--- config.mk ---
export PLATFORM = sky130hd
export DESIGN_NAME = cursor_pos_ctrl
export DESIGN_NICKNAME = d
export VERILOG_FILES = /design/src/rtl/cursor_pos_ctrl_pkg.sv /design/src/rtl/cursor_pos_ctrl_sat_accum.sv /design/src/rtl/cursor_pos_ctrl.sv
export SDC_FILE = /design/constraint.sdc
export NUM_CORES = 1
export LEC_CHECK = 0
export ABC_AREA = 1
export ABC_CLOCK_PERIOD_IN_PS = 4900
export CAP_MARGIN = 15
export CORE_ASPECT_RATIO = 1.5
export CORE_MARGIN = 2
export CORE_UTILIZATION = 55
export CTS_BUF_LIST = sky130_fd_sc_hd__clkbuf_4 sky130_fd_sc_hd__clkbuf_8
export CTS_CLUSTER_DIAMETER = 200
export DETAILED_ROUTE_END_ITERATION = 10
export PLACE_DENSITY_LB_ADDON = 0.05
export SETUP_SLACK_MARGIN = 0.02
export SLEW_MARGIN = 10
export SYNTH_ARGS = -nofsm -noshare
export SYNTH_HDL_FRONTEND = slang
export SYNTH_SLANG_ARGS = --single-unit
--- constraint.sdc ---
create_clock -name clk -period 4.9 [get_ports clk]
set_input_delay 0.98 -clock clk [delete_from_list [all_inputs] [get_ports clk]]
set_output_delay 0.98 -clock clk [all_outputs]
set_load 0.05 [all_outputs]
--- src/rtl/cursor_pos_ctrl_pkg.sv ---
// cursor_pkg: shared types and constants for the mouse cursor position path.
//   coord_t   - screen coordinate (sprite origin)
//   delta_t   - signed PS/2 movement field
//   acc_t     - signed delta accumulator at the default width
//   cur_st_t  - per-frame update sequencer states
//   clamp_coord - limits a signed position to [0, hi]
package cursor_pkg;

    localparam int CUR_ACC_W = 12;
    localparam int SCR_H_MAX = 640;
    localparam int SCR_V_MAX = 480;

    typedef logic [10:0]                  coord_t;
    typedef logic signed [8:0]            delta_t;
    typedef logic signed [CUR_ACC_W-1:0]  acc_t;

    typedef enum logic [1:0] {
        IDLE   = 2'd0,
        CALC   = 2'd1,
        COMMIT = 2'd2
    } cur_st_t;

    function automatic coord_t clamp_coord(input int v, input int hi);
        if (v < 0)
            return '0;
        if (v > hi)
            return coord_t'(hi);
        return coord_t'(v);
    endfunction

endpackage

--- src/rtl/cursor_pos_ctrl_sat_accum.sv ---
// sat_accum: one saturating signed delta accumulator with a snapshot register.
//   clk, reset - clock, asynchronous active-high reset
//   add_en     - add delta this cycle
//   delta      - signed delta, already sign-extended to ACC_W
//   snap_clr   - copy acc into snap and restart acc from zero
//   acc        - running accumulator (saturates at +/-(2^(ACC_W-1)-1))
//   snap       - value captured at the last snap_clr
module sat_accum
    import cursor_pkg::*;
#(
    parameter int ACC_W = CUR_ACC_W
) (
    input  logic             clk,
    input  logic             reset,
    input  logic             add_en,
    input  logic [ACC_W-1:0] delta,
    input  logic             snap_clr,
    output logic [ACC_W-1:0] acc,
    output logic [ACC_W-1:0] snap
);

    localparam int SAT_MAX = (1 << (ACC_W - 1)) - 1;

    logic [ACC_W-1:0]        acc_q, acc_d;
    logic [ACC_W-1:0]        snap_q, snap_d;
    logic signed [ACC_W:0]   base;
    logic signed [ACC_W:0]   addend;
    logic signed [ACC_W:0]   sum;

    // On snap_clr the snapshot takes the pre-add value and a coincident
    // delta lands in the cleared accumulator, so nothing is lost.
    always_comb begin
        base   = snap_clr ? '0 : {acc_q[ACC_W-1], acc_q};
        addend = add_en ? {delta[ACC_W-1], delta} : '0;
        sum    = base + addend;
        if (int'(sum) > SAT_MAX)
            acc_d = {1'b0, {(ACC_W-1){1'b1}}};
        else if (int'(sum) < -SAT_MAX)
            acc_d = {1'b1, {(ACC_W-2){1'b0}}, 1'b1};
        else
            acc_d = sum[ACC_W-1:0];
        snap_d = snap_clr ? acc_q : snap_q;
    end

    always_ff @(posedge clk or posedge reset) begin
        if (reset) begin
            acc_q  <= '0;
            snap_q <= '0;
        end else begin
            acc_q  <= acc_d;
            snap_q <= snap_d;
        end
    end

    assign acc  = acc_q;
    assign snap = snap_q;

endmodule

--- src/rtl/cursor_pos_ctrl.sv ---
// cursor_pos_ctrl: turns PS/2 mouse packets into the cursor sprite origin.
// Deltas accumulate between frames and are applied once per frame, starting
// at frame_start, so the origin never moves mid-scan.
//   clk, reset         - clock, asynchronous active-high reset
//   mouse_valid        - packet strobe; dx, dy, ovf_x, ovf_y, btn valid
//   dx, dy             - signed movement (dy positive = up)
//   ovf_x, ovf_y       - packet overflow flags; flagged axis is discarded
//   btn                - {mid, right, left}
//   frame_start        - start-of-vblank strobe
//   x0, y0             - sprite origin, clamped to the visible area
//   btn_q              - registered button state
//   click              - one-cycle pulse on left-button press
//   pos_upd            - one-cycle pulse in the cycle x0/y0 take new values
module cursor_pos_ctrl
    import cursor_pkg::*;
#(
    parameter int H_MAX  = SCR_H_MAX,
    parameter int V_MAX  = SCR_V_MAX,
    parameter int X_INIT = 320,
    parameter int Y_INIT = 240,
    parameter int ACC_W  = CUR_ACC_W
) (
    input  logic        clk,
    input  logic        reset,
    input  logic        mouse_valid,
    input  logic [8:0]  dx,
    input  logic [8:0]  dy,
    input  logic        ovf_x,
    input  logic        ovf_y,
    input  logic [2:0]  btn,
    input  logic        frame_start,
    output logic [10:0] x0,
    output logic [10:0] y0,
    output logic [2:0]  btn_q,
    output logic        click,
    output logic        pos_upd
);

    cur_st_t                state_q, state_d;
    coord_t                 x0_q, x0_d, y0_q, y0_d;
    logic signed [ACC_W:0]  sum_x_q, sum_x_d, sum_y_q, sum_y_d;
    logic [2:0]             btn_d;
    logic                   click_q, click_d;
    logic                   pos_upd_q, pos_upd_d;

    delta_t                 dx_s, dy_s;
    logic [ACC_W-1:0]       dx_ext, dy_neg;
    logic [ACC_W-1:0]       acc_x, acc_y, snap_x, snap_y;
    logic                   snap_clr;

    // Screen Y grows downward, so the Y accumulator is fed -dy.
    always_comb begin
        dx_s   = dx;
        dy_s   = dy;
        dx_ext = {{(ACC_W-9){dx_s[8]}}, dx_s};
        dy_neg = -{{(ACC_W-9){dy_s[8]}}, dy_s};
    end

    assign snap_clr = (state_q == IDLE) && frame_start;

    sat_accum #(.ACC_W(ACC_W)) u_acc_x (
        .clk      (clk),
        .reset    (reset),
        .add_en   (mouse_valid && !ovf_x),
        .delta    (dx_ext),
        .snap_clr (snap_clr),
        .acc      (acc_x),
        .snap     (snap_x)
    );

    sat_accum #(.ACC_W(ACC_W)) u_acc_y (
        .clk      (clk),
        .reset    (reset),
        .add_en   (mouse_valid && !ovf_y),
        .delta    (dy_neg),
        .snap_clr (snap_clr),
        .acc      (acc_y),
        .snap     (snap_y)
    );

    always_comb begin
        state_d   = state_q;
        x0_d      = x0_q;
        y0_d      = y0_q;
        sum_x_d   = sum_x_q;
        sum_y_d   = sum_y_q;
        pos_upd_d = 1'b0;
        case (state_q)
            IDLE: begin
                if (frame_start)
                    state_d = CALC;
            end
            CALC: begin
                // Origin is zero-extended, snapshot sign-extended, one spare bit.
                sum_x_d = $signed({{(ACC_W-10){1'b0}}, x0_q}) + $signed({snap_x[ACC_W-1], snap_x});
                sum_y_d = $signed({{(ACC_W-10){1'b0}}, y0_q}) + $signed({snap_y[ACC_W-1], snap_y});
                state_d = COMMIT;
            end
            COMMIT: begin
                x0_d      = clamp_coord(int'(sum_x_q), H_MAX - 1);
                y0_d      = clamp_coord(int'(sum_y_q), V_MAX - 1);
                pos_upd_d = 1'b1;
                state_d   = IDLE;
            end
            default: state_d = IDLE;
        endcase
    end

    always_comb begin
        btn_d   = mouse_valid ? btn : btn_q;
        click_d = mouse_valid && btn[0] && !btn_q[0];
    end

    always_ff @(posedge clk or posedge reset) begin
        if (reset) begin
            state_q   <= IDLE;
            x0_q      <= coord_t'(X_INIT);
            y0_q      <= coord_t'(Y_INIT);
            sum_x_q   <= '0;
            sum_y_q   <= '0;
            btn_q     <= '0;
            click_q   <= 1'b0;
            pos_upd_q <= 1'b0;
        end else begin
            state_q   <= state_d;
            x0_q      <= x0_d;
            y0_q      <= y0_d;
            sum_x_q   <= sum_x_d;
            sum_y_q   <= sum_y_d;
            btn_q     <= btn_d;
            click_q   <= click_d;
            pos_upd_q <= pos_upd_d;
        end
    end

    assign x0      = x0_q;
    assign y0      = y0_q;
    assign click   = click_q;
    assign pos_upd = pos_upd_q;

endmodule

# [Word-level counts from Yosys, hierarchy flattened]
# Cells that the tools add are included.
[totals] reg_bits=103 output_inout_bits=27 elab_cells=66
[classes] addsub=5 n_lt_le_gt_ge=8 n_eq_ne=3 n_mux=29 n_reduce_logical=9
[op_table] cell="2-to-1 mux 11 bit" count=8
[op_table] cell="2-to-1 mux 13 bit" count=4
[op_table] cell="2-to-1 mux 12 bit" count=4
[op_table] cell="adder 12 x 12 -> 13 bit" count=2
[op_table] cell="adder 13 bit" count=2
[op_table] cell="> comparator 13 x 12 -> 1 bit, second input constant" count=2
[op_table] cell="less-than comparator 13 x 1 -> 1 bit, second input constant" count=2
[op_table] cell="less-than comparator 13 x 12 -> 1 bit, second input constant" count=2
[op_table] cell="> comparator 13 x 10 -> 1 bit, second input constant" count=1
[op_table] cell="> comparator 13 x 11 -> 1 bit, second input constant" count=1
[op_table] cell="negator 12 bit" count=1
[op_table] cell="2-to-1 mux 1 bit" count=11
[op_table] cell="logical AND 1 bit" count=5
[op_table] cell="case mux 2 bit (2 select lines)" count=1
[op_table] cell="logical NOT 1 bit" count=3
[op_table] cell="== test 2 x 1 -> 1 bit, second input constant" count=1
[op_table] cell="== test 2 bit, second input constant" count=1
[op_table] cell="logical NOT 2 bit" count=1
[op_table] cell="2-to-1 mux 2 bit" count=1
[op_table] cell="inequality test 2 bit, second input constant" count=1

# [Logic depth before layout (Yosys ltp)]
# Gate-level depths: netlist (run 1).
[depth] word_depth=7 depth_mapped=24 mapped_depth_nobuf=23

# [Modules after synthesis]
# A second synthesis (run 1) with hierarchy kept.
[unflattened] hier_cells=1039 area_unflattened_um2=7219.4
[modules_own_cells] mod="sat_accum" instances=2 cells_per_inst=277 area_each_um2=1846.8 seq_area_each_um2=600.6
[modules_own_cells] mod="cursor_pos_ctrl" instances=1 cells_per_inst=485 area_each_um2=3525.9 seq_area_each_um2=1383.8

# [Worst setup path before layout (run 1)]
# OpenSTA, ideal clock, no wires.
[synth_timing] path_kind="in2reg" start="input port mouse_valid" end="register u_acc_x.acc_q[2] (netlist: u_acc_x.acc[2])" setup_time_ns=0.121 arrival_ns=3.240 required_ns=4.779 path_slack_ns=1.539 cell_stages=18 n_path_buf=2 path_cell_list="inv_1 > or2_2 > clkbuf_1 > nor2_1 > ha_1 > fa_1 > or2_2 > nor2_1 > nand3_1 > nor2_1 > nand2_1 > nor2_1 > nand3_1 > nand2_1 > nand2_2 > buf_6 > nand2_1 > nand2_1"
[synth_via] elab_chain_cells=6 elab_cells_between_ends=7
[synth_rtl] element="from (decl)" line_no="cursor_pos_ctrl.sv:25" text="input logic mouse_valid,"
[synth_rtl] element="logical AND 1 bit (*)" line_no="cursor_pos_ctrl.sv:64" text=".add_en (mouse_valid && !ovf_x),"
[synth_rtl] element="2-to-1 mux 13 bit (*)" line_no="cursor_pos_ctrl_sat_accum.sv:34" text="addend = add_en ? {delta[ACC_W-1], delta} : '0;"
[synth_rtl] element="adder 13 bit (*)" line_no="cursor_pos_ctrl_sat_accum.sv:35" text="sum = base + addend;"
[synth_rtl] element="less-than comparator 13 x 12 -> 1 bit" line_no="cursor_pos_ctrl_sat_accum.sv:38" text="else if (int'(sum) < -SAT_MAX)"
[synth_rtl] element="2-to-1 mux 12 bit" line_no="cursor_pos_ctrl_sat_accum.sv:38"
[synth_rtl] element="2-to-1 mux 12 bit (*)" line_no="cursor_pos_ctrl_sat_accum.sv:36" text="if (int'(sum) > SAT_MAX)"
[synth_rtl] element="named net u_acc_x.acc_d[2]" line_no="cursor_pos_ctrl_sat_accum.sv:24" text="logic [ACC_W-1:0] acc_q, acc_d;"
[synth_rtl] element="to (signal assigned)" line_no="cursor_pos_ctrl_sat_accum.sv:47" text="acc_q <= '0;"
[synth_rtl] element="to (signal assigned)" line_no="cursor_pos_ctrl_sat_accum.sv:50" text="acc_q <= acc_d;"
[synth_rtl] element="to (decl)" line_no="cursor_pos_ctrl_sat_accum.sv:24"
# The timed path passes the listed nets; every way through them passes the cells marked *.
# A chain may end at the register's enable or synchronous reset.

# [Worst setup path after layout (run 1)]
[layout_timing] start="input port mouse_valid" end="register u_acc_x.acc_q[3] (netlist: u_acc_x.acc[3])"
# Same word-level chain as after synthesis.

==> results of run 1 <==
## cells in the mapped netlist, types with 7 or more instances
library cell	instances	area share (%)
a21oi_1	30	2.3
nand4_1	9	0.86
clkbuf_1	13	0.75
nand2_1	291	17
xor2_1	12	1.6
nor3_1	17	1.3
or2_2	7	0.67
inv_1	127	7.3
nand3_1	48	3.7
dfrtp_1	97	37
nor2_1	76	4.4
o21ai_0	71	5.4
ha_1	47	9.0
## critical path, cell delays in order
cell	delay, ns
clkdlybuf4s50_1	0.49
inv_1	0.10
or2_2	0.37
nor2_1	0.15
ha_1	0.24
fa_1	0.46
or2_2	0.31
nor2_1	0.10
nand3_1	0.08
nor2_1	0.08
nand2_1	0.06
nor2_1	0.10
nand3_1	0.10
nand2_1	0.09
nand2_2	0.14
nand2_1	0.10
nand2_1	0.05
## power groups by stage
| stage | clock, mW | combinational, mW | sequential [mW] |
|---|---|---|---|
| 3_3_place_gp | 0 | 2.35 | 1.47 |
| 3_5_place_dp | 0 | 2.42 | 1.48 |
| 6_report | 0.542 | 2.44 | 1.47 |
| 2_1_floorplan | 0 | 1.63 | 1.70 |
| 5_1_grt | 0.587 | 2.77 | 1.51 |
| 4_1_cts | 0.555 | 2.44 | 1.47 |
## worst max-delay path by stage
stage | end | slack [ns] | depth (start not counted)
global route | u_acc_y.acc[2] | 0.74 | 24
global placement | u_acc_x.acc[4] | 0.81 | 17
floorplan | btn_q[0] | 1.23 | 1
CTS | u_acc_x.acc[4] | 1.14 | 17
detailed placement | u_acc_x.acc[4] | 0.75 | 17
finish | u_acc_x.acc[3] | 1.12 | 17
## sequential cells by signal, indices dropped and copies added (netlist names)
register	count
sum_x_q	13
sum_y_q	13
u_acc_x.acc	12
u_acc_x.snap	12
u_acc_y.acc	12
u_acc_y.snap	12
x0	11
y0	11
btn_q	3
state_q	2
click	1
pos_upd	1
## cell type report
class                   instances  share of cell area, %
clock buffers                  10                  1.782
clock inverters                 6                 0.9335
inverters                     131                  6.704
multi-input cells             647                  45.47
flip-flops and latches        103                  35.06
well taps                     150                  2.546
repair buffers                 56                  7.502
## kinds of logic (layout without fill, tap and decap cells)
family / count (synthesis) / after routing / synth area share (%)
simple gates: 462 / 462 / 29.20
buf+inv: 150 / 203 / 8.960
compound gates: 116 / 116 / 9.536
flops: 103 / 103 / 39.64
fa+ha+maj: 51 / 51 / 10.25
xor+xnor: 18 / 18 / 2.417
## routing by layer
metal  vias to the layer above  GRT usage [%]  wire, um
met2                       103          39.81      6850
met4                         0          9.069       271
li1                       2935              -         -
met5                         -              0         0
met3                        20          3.063       472
met1                      2574          28.27      6142
## stage by stage
| step | worst slack (ns) | power, mW | std cells | hold slack (ns) |
|---|---|---|---|---|
| finish | 1.124 | 4.451 | 1103 | 0.4805 |
| global route | 0.7404 | 4.875 | 1103 | 0.5010 |
| CTS | 1.142 | 4.463 | 1103 | 0.4823 |
| detailed placement | 0.7460 | 3.907 | 1087 | 0.4619 |
| global placement | 0.8146 | 3.823 | 1087 | 0.4572 |
| floorplan | 1.226 | 3.325 | 900 | 0.4437 |
==> impl_metrics.ini, run 1 <==
[global_routing]
gr-usage-all-layers_pct = 22.71
grt_pass1_vias = 5462
grt_max_degree = 85
antenna_found_initial = 0
overflow = 0
grt_pass1_wl_mm = 23.47

[setup_path]
worstSetupPathType = in -> reg
start_kind = input pin
reg2reg_from = state_q[0]
ff2ff_setup_slack_ns = 1.80
critPathLaunch = mouse_valid
crit_required_ns = 5.15
regToRegEndpoint = u_acc_x.acc[3]
worst-r2r-cell-count = 17
cp.arrival_ns = 4.02
worst_setup_path_end_kind = flip-flop
cp_max_fo = 11

[die]
dieArea_um2 = 12760
die_y_um = 137.4
rows = 48
boundaryPins = 54
coreArea_um2 = 11530
chipWidth_um = 92.91
initial_core_util_pct = 56.55

[synthesis]
syn_area_um2 = 6521
synth_cell_types = 35
avgSynthCellArea_um2 = 7.246
synth.net_count = 978
ys_ff_latch = 103
seq_area_frac_synth_pct = 39.64
synth_warnings = 0
synth-async-reset-ratio_pct = 100.0
synth_edf_count = 0
synthFlopType = dfrtp_1
syn-instance-count = 900

[timing]
timing.fmax_ghz = 0.2648
fin_crit_sh_pct = 77.07
skew_ns = 0.02017
tightestPinTransition_ns = 0.9883
period_needed_ns = 3.776
slew_violations = 0
setup_violations = 0
final.setup.tns_ns = 0
slew_headroom_pct = 34.11
hold_violations = 0
rsz0062_at_grt = false

[cts]
htreeDepth = 3
clock_latency_ns = 0.38
path_clk_slew_ns = 0.11
cts_num_sinks = 103
ctsResizeCount = 0
cts_buffer_depth = 2
post_cts_buffers = 0
cts_hold_buf = 0
cts_tree = yes
clockRootBuffer = clkbuf_8
cts_inserted_buffers = 9

[layout]
fill_cells = 1058
nets = 1026
multi_input_area_um2 = 3352
regArea_um2 = 2585
final_common_cell = nand2_1
area_growth_pct = 13.05
fin_util_pct = 63.93
final_cell_mix = nand2_1, inv_1, dfrtp_1, nor2_1, o21ai_0
stdcell_area_um2 = 7372
diodes = 0
drive_gt1_share_pct = 4.512

[routing]
via_count = 5632
drt-wirelength-per-cell_um = 12.45
drtAntennaViolNets = 0
avgViaCountPerCell = 5.106
drt_iter0_drc = 277
drcViolationCount = 0
drt-pass1-iter-count = 5
wl_mm = 13.74

[place]
gp_congestion = 0.9275
dp_hpwl_mm = 10.58
portBuffers = 53
placed_area_um2 = 7172

[power]
powerDensity_nw_per_um2 = 603.8
clock_power_share_pct = 12.2
p_sw_share_pct = 46.67
seq_power_share_pct = 33.0
combPwrFrac_pct = 54.8
p_int_mw = 2.374
p_sw_mw = 2.077
power.leakage_nw = 3.997
ir_drop_mv = 0.2118

[status]
status = finished, final reports clean

[run]
drv_cap = 0

[worst_hold_path]
worstHoldPathCells = 1
hold-path-endpoint = click
min_path_type = reg -> reg
hp-start = btn_q[0]
No activity file was read; power rests on OpenSTA's default activity.
==> run 2, diff against run 1 <==
--- a/config.mk
+++ b/config.mk
@@ -6,7 +6,7 @@
 export NUM_CORES = 1
 export LEC_CHECK = 0
 export ABC_AREA = 1
-export ABC_CLOCK_PERIOD_IN_PS = 4900
+export ABC_CLOCK_PERIOD_IN_PS = 3430
 export CAP_MARGIN = 15
 export CORE_ASPECT_RATIO = 1.5
 export CORE_MARGIN = 2
==> constraint.sdc (replaced) <==
create_clock -name clk -period 3.43 [get_ports clk]
set_input_delay 0.686 -clock clk [delete_from_list [all_inputs] [get_ports clk]]
set_output_delay 0.686 -clock clk [all_outputs]
set_load 0.05 [all_outputs]
==> impl_metrics.ini, run 2 (synthesized netlist as in run 1, its figures left out) <==
[cts]
clock_latency_ns = 0.37
cts_inserted_buffers = 9
path_clk_slew_ns = 0.10
cts_buffer_depth = 2
clockRootBuffer = clkbuf_8
htreeDepth = 3
cts_tree = yes
cts_num_sinks = 103

[routing]
drt_iter0_drc = 267
avgViaCountPerCell = 5.112
drt-wirelength-per-cell_um = 12.53
drt-pass1-iter-count = 5
drcViolationCount = 0
via_count = 5869
drtAntennaViolNets = 0
wl_mm = 14.39

[worst_hold_path]
worstHoldPathCells = 1
min_path_type = reg -> reg

[die]
chipWidth_um = 92.91
die_y_um = 137.4
rows = 48
dieArea_um2 = 12760
boundaryPins = 54
coreArea_um2 = 11530
initial_core_util_pct = 56.55

[power]
power.leakage_nw = 4.259
power.total_mw = 6.672
ir_drop_mv = 0.2833
powerDensity_nw_per_um2 = 850.4

[timing]
slew_violations = 0
slew_headroom_pct = 52.24
setup_violations = 0
timing.fmax_ghz = 0.3113
period_needed_ns = 3.212
skew_ns = 0.01402
worst_slack_ns = 0.2175
rsz0062_at_grt = true
tightestPinTransition_ns = 0.7147
hold_violations = 0
fin_crit_sh_pct = 93.66
final.setup.tns_ns = 0

[setup_path]
start_kind = input pin
worst-r2r-cell-count = 19
worstSetupPathType = in -> reg
cp.arrival_ns = 3.47
cp_max_fo = 6
worst_setup_path_end_kind = flip-flop
crit_required_ns = 3.68

[place]
gp_congestion = 0.8941
placed_area_um2 = 7517
pre_cts_ws_ns = -0.3090
portBuffers = 53
dp_hpwl_mm = 10.97

[layout]
diodes = 0
area_growth_pct = 20.32
drive_gt1_share_pct = 11.12
final_cell_mix = nand2_1, inv_1, dfrtp_1, nor2_1, o21ai_0
top_regs = sum_x_q (13), sum_y_q (13)
nets = 1072
fill_cells = 999
stdcell_area_um2 = 7846
final_common_cell = nand2_1

[global_routing]
grt_pass1_wl_mm = 24.43
grt_max_degree = 55
overflow = 0
antenna_found_initial = 0
grt_pass1_vias = 5866
gr-usage-all-layers_pct = 23.46

[status]
status = finished, final reports clean

[run]
drv_cap = 0
-- run 2: cell count changes in the layout (fill, tap and decap cells not counted), sizes merged --
| cell | change |
|---|---|
| buf | +45 |
| clkinv | -2 |
| dlymetal6s2s | +2 |
| nand2 | +1 |
| clkdlybuf4s50 | -2 |
| clkinvlp | +1 |
-- run 2: layer usage --
layer	share of wire [%]	wire length [um]	global-route usage [%]
met1	44	6280	27.69
met2	51	7316	42.63
met4	1.8	266	8.660
met3	3.6	522	3.884
met5	0	0	0
-- run 2: critical path, cell delays in order --
cell             delay [ns]
clkdlybuf4s50_1        0.44
nor3_2                 0.20
nand2_1                0.10
nor3_1                 0.14
inv_1                  0.10
o21a_1                 0.17
nor3_1                 0.16
ha_1                   0.32
nand2_2                0.14
inv_1                  0.05
a21oi_1                0.15
nand2_1                0.10
xor2_1                 0.16
nor2_1                 0.09
nand3_1                0.10
nand2_2                0.14
nand2_4                0.09
nand2_1                0.06
nand2_1                0.05
-- run 2: through the flow --
stage          util (%)  hold WS (ns)  instances
6_report          68.04        0.4849       1148
5_1_grt           68.04        0.5157       1148
4_1_cts           66.84        0.4906       1143
3_5_place_dp      65.19        0.4685       1128
3_3_place_gp      65.19        0.4575       1128
2_1_floorplan         -        0.4437        900
-- run 2: power by group --
part / total [mW] / internal [mW] / switching [mW] / leakage, nW
clock network: 0.755 / 0.343 / 0.412 / 0.0922
registers: 2.11 / 1.78 / 0.331 / 1.26
logic: 3.81 / 1.49 / 2.32 / 2.90
total: 6.67 / 3.61 / 3.06 / 4.26
-- run 2: cell type report --
type                    count  area [um^2]  share of cell area [%]
inverters                 131        494.2                   6.299
clock inverters             5        58.81                  0.7495
repair buffers            101        933.4                   11.90
well taps                 150        187.7                   2.392
flip-flops and latches    103         2585                   32.95
clock buffers              10        131.4                   1.674
multi-input cells         648         3456                   44.04
-- run 2: final timing paths --
| path | from | end | slack [ns] |
|---|---|---|---|
| setup / recovery | dy[2] | u_acc_y.acc[2] | 0.22 |
| hold / removal | btn_q[0] | click | 0.48 |
| setup reg to reg | state_q[0] | u_acc_y.acc[2] | 0.71 |
| hold reg to reg | btn_q[0] | click | 0.48 |
| max in group asynchronous | reset | y0[7] | 1.92 |
| min in group asynchronous | reset | btn_q[2] | 0.75 |
-- run 2: repair_timing --
item	4_1_cts	5_1_grt
buffers inserted	0	4
hold buffers	0	0
resized for setup	0	30
hold endpoints to repair	0	0
endpoints found under the setup margin	0	22
